### src/rtl/shift_reg_pkg.sv
// Shared constants for the parameterised shift register:
// mode codes, FSM states and a multi-step mode qualifier.
package shift_reg_pkg;

  localparam logic [2:0] MODE_HOLD = 3'b000;
  localparam logic [2:0] MODE_LOAD = 3'b001;
  localparam logic [2:0] MODE_SHL  = 3'b010;
  localparam logic [2:0] MODE_SHR  = 3'b011;
  localparam logic [2:0] MODE_ROL  = 3'b100;
  localparam logic [2:0] MODE_ROR  = 3'b101;
  localparam logic [2:0] MODE_ASR  = 3'b110;
  localparam logic [2:0] MODE_RSVD = 3'b111;

  typedef enum logic {
    IDLE = 1'b0,
    RUN  = 1'b1
  } state_t;

  function automatic logic is_multi(input logic [2:0] m);
    return (m >= MODE_SHL) && (m <= MODE_ASR);
  endfunction

endpackage

### src/rtl/shift_step_unit.sv
// One step of the shift register: next Q from mode,
// current Q and the two serial inputs.
module shift_step_unit
  import shift_reg_pkg::*;
#(
  parameter int WIDTH = 8
) (
  input  logic [2:0]       mode,
  input  logic [WIDTH-1:0] q,
  input  logic [WIDTH-1:0] d,
  input  logic             si_l,
  input  logic             si_r,
  output logic [WIDTH-1:0] q_next
);

  always_comb begin
    q_next = q;
    unique case (1'b1)
      (mode == MODE_LOAD): q_next = d;
      (mode == MODE_SHL):  q_next = {q[WIDTH-2:0], si_l};
      (mode == MODE_SHR):  q_next = {si_r, q[WIDTH-1:1]};
      (mode == MODE_ROL):  q_next = {q[WIDTH-2:0], q[WIDTH-1]};
      (mode == MODE_ROR):  q_next = {q[0], q[WIDTH-1:1]};
      (mode == MODE_ASR):  q_next = {q[WIDTH-1], q[WIDTH-1:1]};
      default:             q_next = q;
    endcase
  end

endmodule

### src/rtl/param_shift_register.sv
// Universal shift register with single-step modes and a
// counted multi-step run (FSM, counter, done pulse).
module param_shift_register
  import shift_reg_pkg::*;
#(
  parameter int WIDTH = 8,
  localparam int CNT_W = $clog2(WIDTH + 1)
) (
  input  logic             clk,
  input  logic             reset,
  input  logic [2:0]       M,
  input  logic [WIDTH-1:0] D,
  input  logic             SI_L,
  input  logic             SI_R,
  input  logic [CNT_W-1:0] AMT,
  input  logic             start,
  output logic [WIDTH-1:0] Q,
  output logic             SO_L,
  output logic             SO_R,
  output logic             busy,
  output logic             done
);

  localparam logic [CNT_W-1:0] WMAX = CNT_W'(WIDTH);
  localparam logic [CNT_W-1:0] ONE  = CNT_W'(1);

  state_t           st, st_n;
  logic [CNT_W-1:0] cnt, cnt_n;
  logic [2:0]       mode_q, mode_n;
  logic [WIDTH-1:0] q_n, step_q;
  logic             done_n;
  logic [2:0]       step_mode;
  logic [CNT_W-1:0] k;

  assign k = (AMT > WMAX) ? WMAX : AMT;
  assign step_mode = (st == RUN) ? mode_q : M;

  shift_step_unit #(.WIDTH(WIDTH)) u_step (
    .mode   (step_mode),
    .q      (Q),
    .d      (D),
    .si_l   (SI_L),
    .si_r   (SI_R),
    .q_next (step_q)
  );

  always_comb begin
    st_n   = st;
    cnt_n  = cnt;
    mode_n = mode_q;
    q_n    = Q;
    done_n = 1'b0;
    unique case (st)
      IDLE: begin
        if (start && is_multi(M)) begin
          // Request edge only captures; Q moves from the next edge.
          mode_n = M;
          if (k != '0) begin
            st_n  = RUN;
            cnt_n = k;
          end else begin
            done_n = 1'b1;
          end
        end else begin
          q_n = step_q;
        end
      end
      RUN: begin
        q_n   = step_q;
        cnt_n = cnt - ONE;
        if (cnt == ONE) begin
          st_n   = IDLE;
          done_n = 1'b1;
        end
      end
      default: st_n = IDLE;
    endcase
  end

  always_ff @(posedge clk or negedge reset) begin
    if (!reset) begin
      st     <= IDLE;
      cnt    <= '0;
      mode_q <= MODE_HOLD;
      Q      <= '0;
      done   <= 1'b0;
    end else begin
      st     <= st_n;
      cnt    <= cnt_n;
      mode_q <= mode_n;
      Q      <= q_n;
      done   <= done_n;
    end
  end

  assign busy = (st == RUN);
  assign SO_L = Q[WIDTH-1];
  assign SO_R = Q[0];

endmodule
### config.mk
export PLATFORM = sky130hd
export DESIGN_NAME = param_shift_register
export DESIGN_NICKNAME = d
export VERILOG_FILES = /design/src/rtl/shift_reg_pkg.sv /design/src/rtl/shift_step_unit.sv /design/src/rtl/param_shift_register.sv
export SDC_FILE = /design/constraint.sdc
export NUM_CORES = 1
export LEC_CHECK = 0
export BUFFER_PORTS_ARGS = -buffer_cell sky130_fd_sc_hd__buf_4
export CAP_MARGIN = 20
export CORE_MARGIN = 8
export CORE_UTILIZATION = 35
export DETAILED_ROUTE_END_ITERATION = 8
export PLACE_DENSITY = 0.56
export SETUP_SLACK_MARGIN = 0.5
export SKIP_CTS_REPAIR_TIMING = 1
export SLEW_MARGIN = 20
export SYNTH_ARGS = -nofsm -noshare
export SYNTH_HDL_FRONTEND = slang
export SYNTH_SLANG_ARGS = --single-unit
### constraint.sdc
create_clock -name clk -period 1.6 [get_ports clk]
set_input_delay 0.08 -clock clk [delete_from_list [all_inputs] [get_ports clk]]
set_output_delay 0.08 -clock clk [all_outputs]
set_load 0.1 [all_outputs]
======== After elaboration in Yosys (flattened, before gate mapping) ========
Index checks and enable logic that the tools add are counted.
word-level totals
  flip-flop bits (word level) ............. 17
  input bits .............................. 20
  word-level logic and storage cells ...... 41
operators by class
  add/sub/neg operators ................... 1
  $lt $le $gt $ge ......................... 3
  eq/ne operators ......................... 10
  multiplexer cells ....................... 16
  bitwise gates (word level) .............. 1
  reductions and logical operators ........ 5
operator list
  cell                                                                                 number
  8-bit one-hot mux with 6 select lines                                                1
  8-bit one-hot mux with 2 select lines                                                1
  4-bit 2-to-1 mux                                                                     3
  3-bit == test, second input constant                                                 3
  8-bit 2-to-1 mux                                                                     1
  4-bit one-hot mux with 2 select lines                                                1
  3-bit by 2-bit == test with 1-bit output, second input constant                      2
  1-bit 2-to-1 mux                                                                     6
  2-bit != test, second input constant                                                 3
  4-bit by 1-bit == test with 1-bit output, second input constant                      1
  4-bit > comparator, second input constant                                            1
  1-bit one-hot mux with 2 select lines                                                2
  2-bit AND reduction                                                                  2
  4-bit nonzero test                                                                   1
  4-bit by 1-bit subtractor with 4-bit output, second input constant                   1
  3-bit by 1-bit == test with 1-bit output, second input constant                      1
  3-bit by 2-bit greater-or-equal comparator with 1-bit output, second input constant  1
  3-bit less-or-equal comparator, second input constant                                1
  3-bit 2-to-1 mux                                                                     1
  1-bit logical AND                                                                    2
  1-bit NOT                                                                            1

======== Longest topological paths before layout ========
  depth after elaboration ................. 6
  gate-level depth with buffers ........... 7
  mapped depth without buffers ............ 5

======== By module ========
Synthesis repeated with hierarchy kept, for this count alone.
second synthesis, totals
  cells, all modules ...................... 116
  area, all modules ....................... 1,252.5 sq um
modules (own cells, without submodules)
  module                times used  cells each  area an instance (sq um)  seq. area each (sq um)
  param_shift_register  1           70          867.1                     425.4
  shift_step_unit       1           46          385.4                     0.0

======== Least setup slack after synthesis ========
No wires, ideal clock.
  kind .................................... reg-to-reg
  start ................................... reg st (netlist: busy)
  end ..................................... reg Q[0]
  setup time .............................. 0.147 ns
  arrival time ............................ 2.234 ns
  required time ........................... 1.453 ns
  setup slack ............................. -0.781 ns
  cell stages (with the launch flop) ...... 7
  path buffers ............................ 1
  clock period less this slack ............ 2.381 ns
  cells stage by stage .................... dfrtp_1 > buf_6 > mux2_4 > xnor2_2 > mux2_2 > a22oi_1 > a31oi_1
between the ends
  word-level cells in the longest chain between the ends .. 5
ends and longest elaborated chain
  item                                         line                        text
  start, declared                              param_shift_register.sv:27  state_t st, st_n;
  start signal, assigned                       param_shift_register.sv:88  st <= st_n;
  3-bit 2-to-1 mux                             param_shift_register.sv:36  assign step_mode = (st == RUN) ? mode_q : M;
  3-bit == test, or another cell as far along  shift_step_unit.sv:24       (mode == MODE_ASR): q_next = {q[WIDTH-1], q[WIDTH-1:1]};
  8-bit one-hot mux with 6 select lines        shift_step_unit.sv:18       unique case (1'b1)
  8-bit 2-to-1 mux                             param_shift_register.sv:55  if (start && is_multi(M)) begin
  8-bit one-hot mux with 2 select lines        param_shift_register.sv:53  unique case (st)
  end signal, assigned                         param_shift_register.sv:91  Q <= q_n;
  end, declared                                param_shift_register.sv:17  output logic [WIDTH-1:0] Q,
Several ways; a longest one is shown, not always the timed one. The select of a mux whose other input is x is not followed.
A chain may end at the register's enable or synchronous reset.

======== Worst setup path in the final report ========
  start ................................... reg st (netlist: busy)
  end ..................................... reg Q[7]
Same word-level chain as after synthesis.

==> results.md <==
* Crit path DAT at 1.96 ns
* Syn_nets at 143
* Clock-pin slew on the worst setup and hold paths at 0.11 ns
* Slew @ Worst Pin at 0.3957 ns
* Slowest Stage Delay on Critical Path at 0.57 ns
* Hold_ws at 0.02862 ns
* Final setup violation count at 11
* Critical-path cell list: mux2i_4, and3_4, or2_1, o41ai_2, a21oi_1
* Slowest-stage cell, CP: dfrtp_4
* Commonest cells in the synthesized netlist: dfrtp_1, inv_1, nand2_1
* Drt wl/cell at 15.52 um
* Met2 WL at 1758 um
* Layout Utilization at 56.80%
* Violated checks: setup timing
* Full die area at 5531 um^2
* Max-slew headroom at 73.38%
* First-pass GRT wire length at 5402 um
* Yosys top cell area share at 35.68%
* Via-to-Cell Ratio at 5.255
* CP bufs+invs at 0
* IO Port Bufs at 31
* Post-Synthesis Cells at 121
* Rows at 21
* Initial antenna violation count at 0
* Starting density of the core at 36.02%
* Met1 wire length at 1437 um
* Vias at 1,156
* Top layer in use: met4
* MaxCap Viol Count at 0
* Core ar. at 3311 um^2
* All-Layer GR Usage at 12.78%
* CTS tree: yes
* DR pass1 iterations at 4
* Initial DRC count at 54
* RSZ-0062 raised after global routing: yes
* Post-synth EDFFs at 0
* Ys Warns at 0
* RePlAce Congestion at 0.7619
* Fillers at 300
* Maximum buffer depth of the clock tree at 2
* Fin crit period at 1.767 ns
* CTS sink cnt at 17
* Routed Antenna Nets at 0
* Largest net degree at the start of global routing at 18
* Max Slew Vio Count at 0
* FMAX at 565.9 MHz
* TritonCTS Buffers at 3
* CP Class: register to register
* Routed WL at 3414 um
* Layout Nets at 197
* Ys flop type: dfrtp_1
* Layout cells sized above 1 at 47.70%
* Die Height at 74.37 um
* Clock Latency Late Sink at 0.30 ns
* Fin. Hold Viols at 0
* Die outline width at 74.37 um
* # H-tree levels at 1
* CP startpoint kind: register
* # DRC at 0
* Critical Path RT at 1.79 ns
* Layout Skew at 0.002116 ns
* Area leader, netlist: dfrtp_1
* Top-count cell post-synth: dfrtp_1
* Synth top area cells: dfrtp_1, mux2i_1, o221ai_1
* Multi-input gate area at 764.5 um^2
* WL met3 at 188 um
* Flops & latches, synth at 17
* P&R area growth vs syn at 57.71%
* Async SR Flop Fraction at 100.0%
* CP Capture Type: register
* Syn avg cell area at 9.854 um^2
* DP HPWL at 2511 um
* Register area share after synthesis at 35.68%
* Final period utilization at 110.4%
* Root Buffer: clkbuf_4
* Crit Path Max Fanout at 6
* Area of the mapped netlist at 1192 um^2
* PnR worst setup slack at -0.1671 ns
* IO Count at 32
* Antenna diodes at 0
* Post-synthesis cell type count at 43
* Kind of cell adding the most delay to the critical path: flip-flops
* Vias in the first global route at 1,127
* GRT overflow at 0
* Outcome: complete, but fails checks
* Hold WC Path Type: input port to register
* Register Area at 436.7 um^2
-- stage by stage --
step	setup TNS [ns]	instance area [um^2]	cells	setup slack (ns)
2_1_floorplan	-3.448	1219	121	-0.3952
3_3_place_gp	-1.347	1628	210	-0.1608
3_5_place_dp	-1.910	1628	210	-0.2221
4_1_cts	-2.173	1655	214	-0.2528
5_1_grt	-2.592	1881	220	-0.2626
6_report	-1.637	1881	220	-0.1671
-- per-layer routing --
layer  global-route usage (%)  vias up
met5                        0        -
met1                    14.62      563
met2                    22.17       32
li1                         -      559
met3                    3.369        2
met4                    4.565        0
-- state kept, by name (all words and copies together), names as in the netlist --
register,count
Q,8
busy,1
cnt,4
done,1
mode_q,3
-- worst paths after layout --
path	from	to	slack (ns)	depth (start not counted)
min in group asynchronous	reset	Q[2]$_DFFE_PN0P_	0.19	2
max in group asynchronous	reset	Q[7]$_DFFE_PN0P_	1.18	2
max	busy$_DFF_PN0_	Q[7]$_DFFE_PN0P_	-0.17	5
min	M[0]	mode_q[0]$_DFFE_PN0P_	0.03	2
max reg2reg	busy$_DFF_PN0_	Q[7]$_DFFE_PN0P_	-0.17	5
min reg2reg	cnt[0]$_DFFE_PN0P_	cnt[0]$_DFFE_PN0P_	0.55	1
-- final cells by class --
class | instances | area share (%)
Multi-Input combinational cell | 86 | 40.65
Timing Repair Buffer | 55 | 29.21
Sequential cell | 17 | 23.22
Tap cell | 46 | 3.061
Inverter | 12 | 2.395
Clock buffer | 3 | 1.198
Clock inverter | 1 | 0.2661
-- placed cells by master (no fill, tap or decap), types with 3 or more instances in the layout --
| cell | count |
|---|---|
| buf_8 | 7 |
| a21oi_1 | 6 |
| dfrtp_4 | 3 |
| a211oi_1 | 3 |
| clkbuf_4 | 3 |
| buf_12 | 5 |
| nor3b_1 | 3 |
| mux2i_1 | 6 |
| o211ai_1 | 6 |
| mux2_1 | 3 |
| nand2_1 | 9 |
| mux2i_4 | 3 |
| inv_1 | 12 |
| buf_4 | 37 |
| o221ai_1 | 6 |
| nor3_4 | 3 |
| dfrtp_1 | 14 |
| buf_6 | 5 |
| nor2_1 | 3 |
| nor3_2 | 3 |
-- kinds of logic after synthesis --
kind of cell,Yosys count,share of synthesized area [%]
fa+ha+maj,3,2.938
buf+inv,18,6.925
compound gates,34,20.46
flops,17,35.68
simple gates,31,15.22
xor+xnor,3,2.834
mux,15,15.95
Power is not shown: default switching activity piles up to over one toggle a cycle in this logic, so the estimate is an artifact.
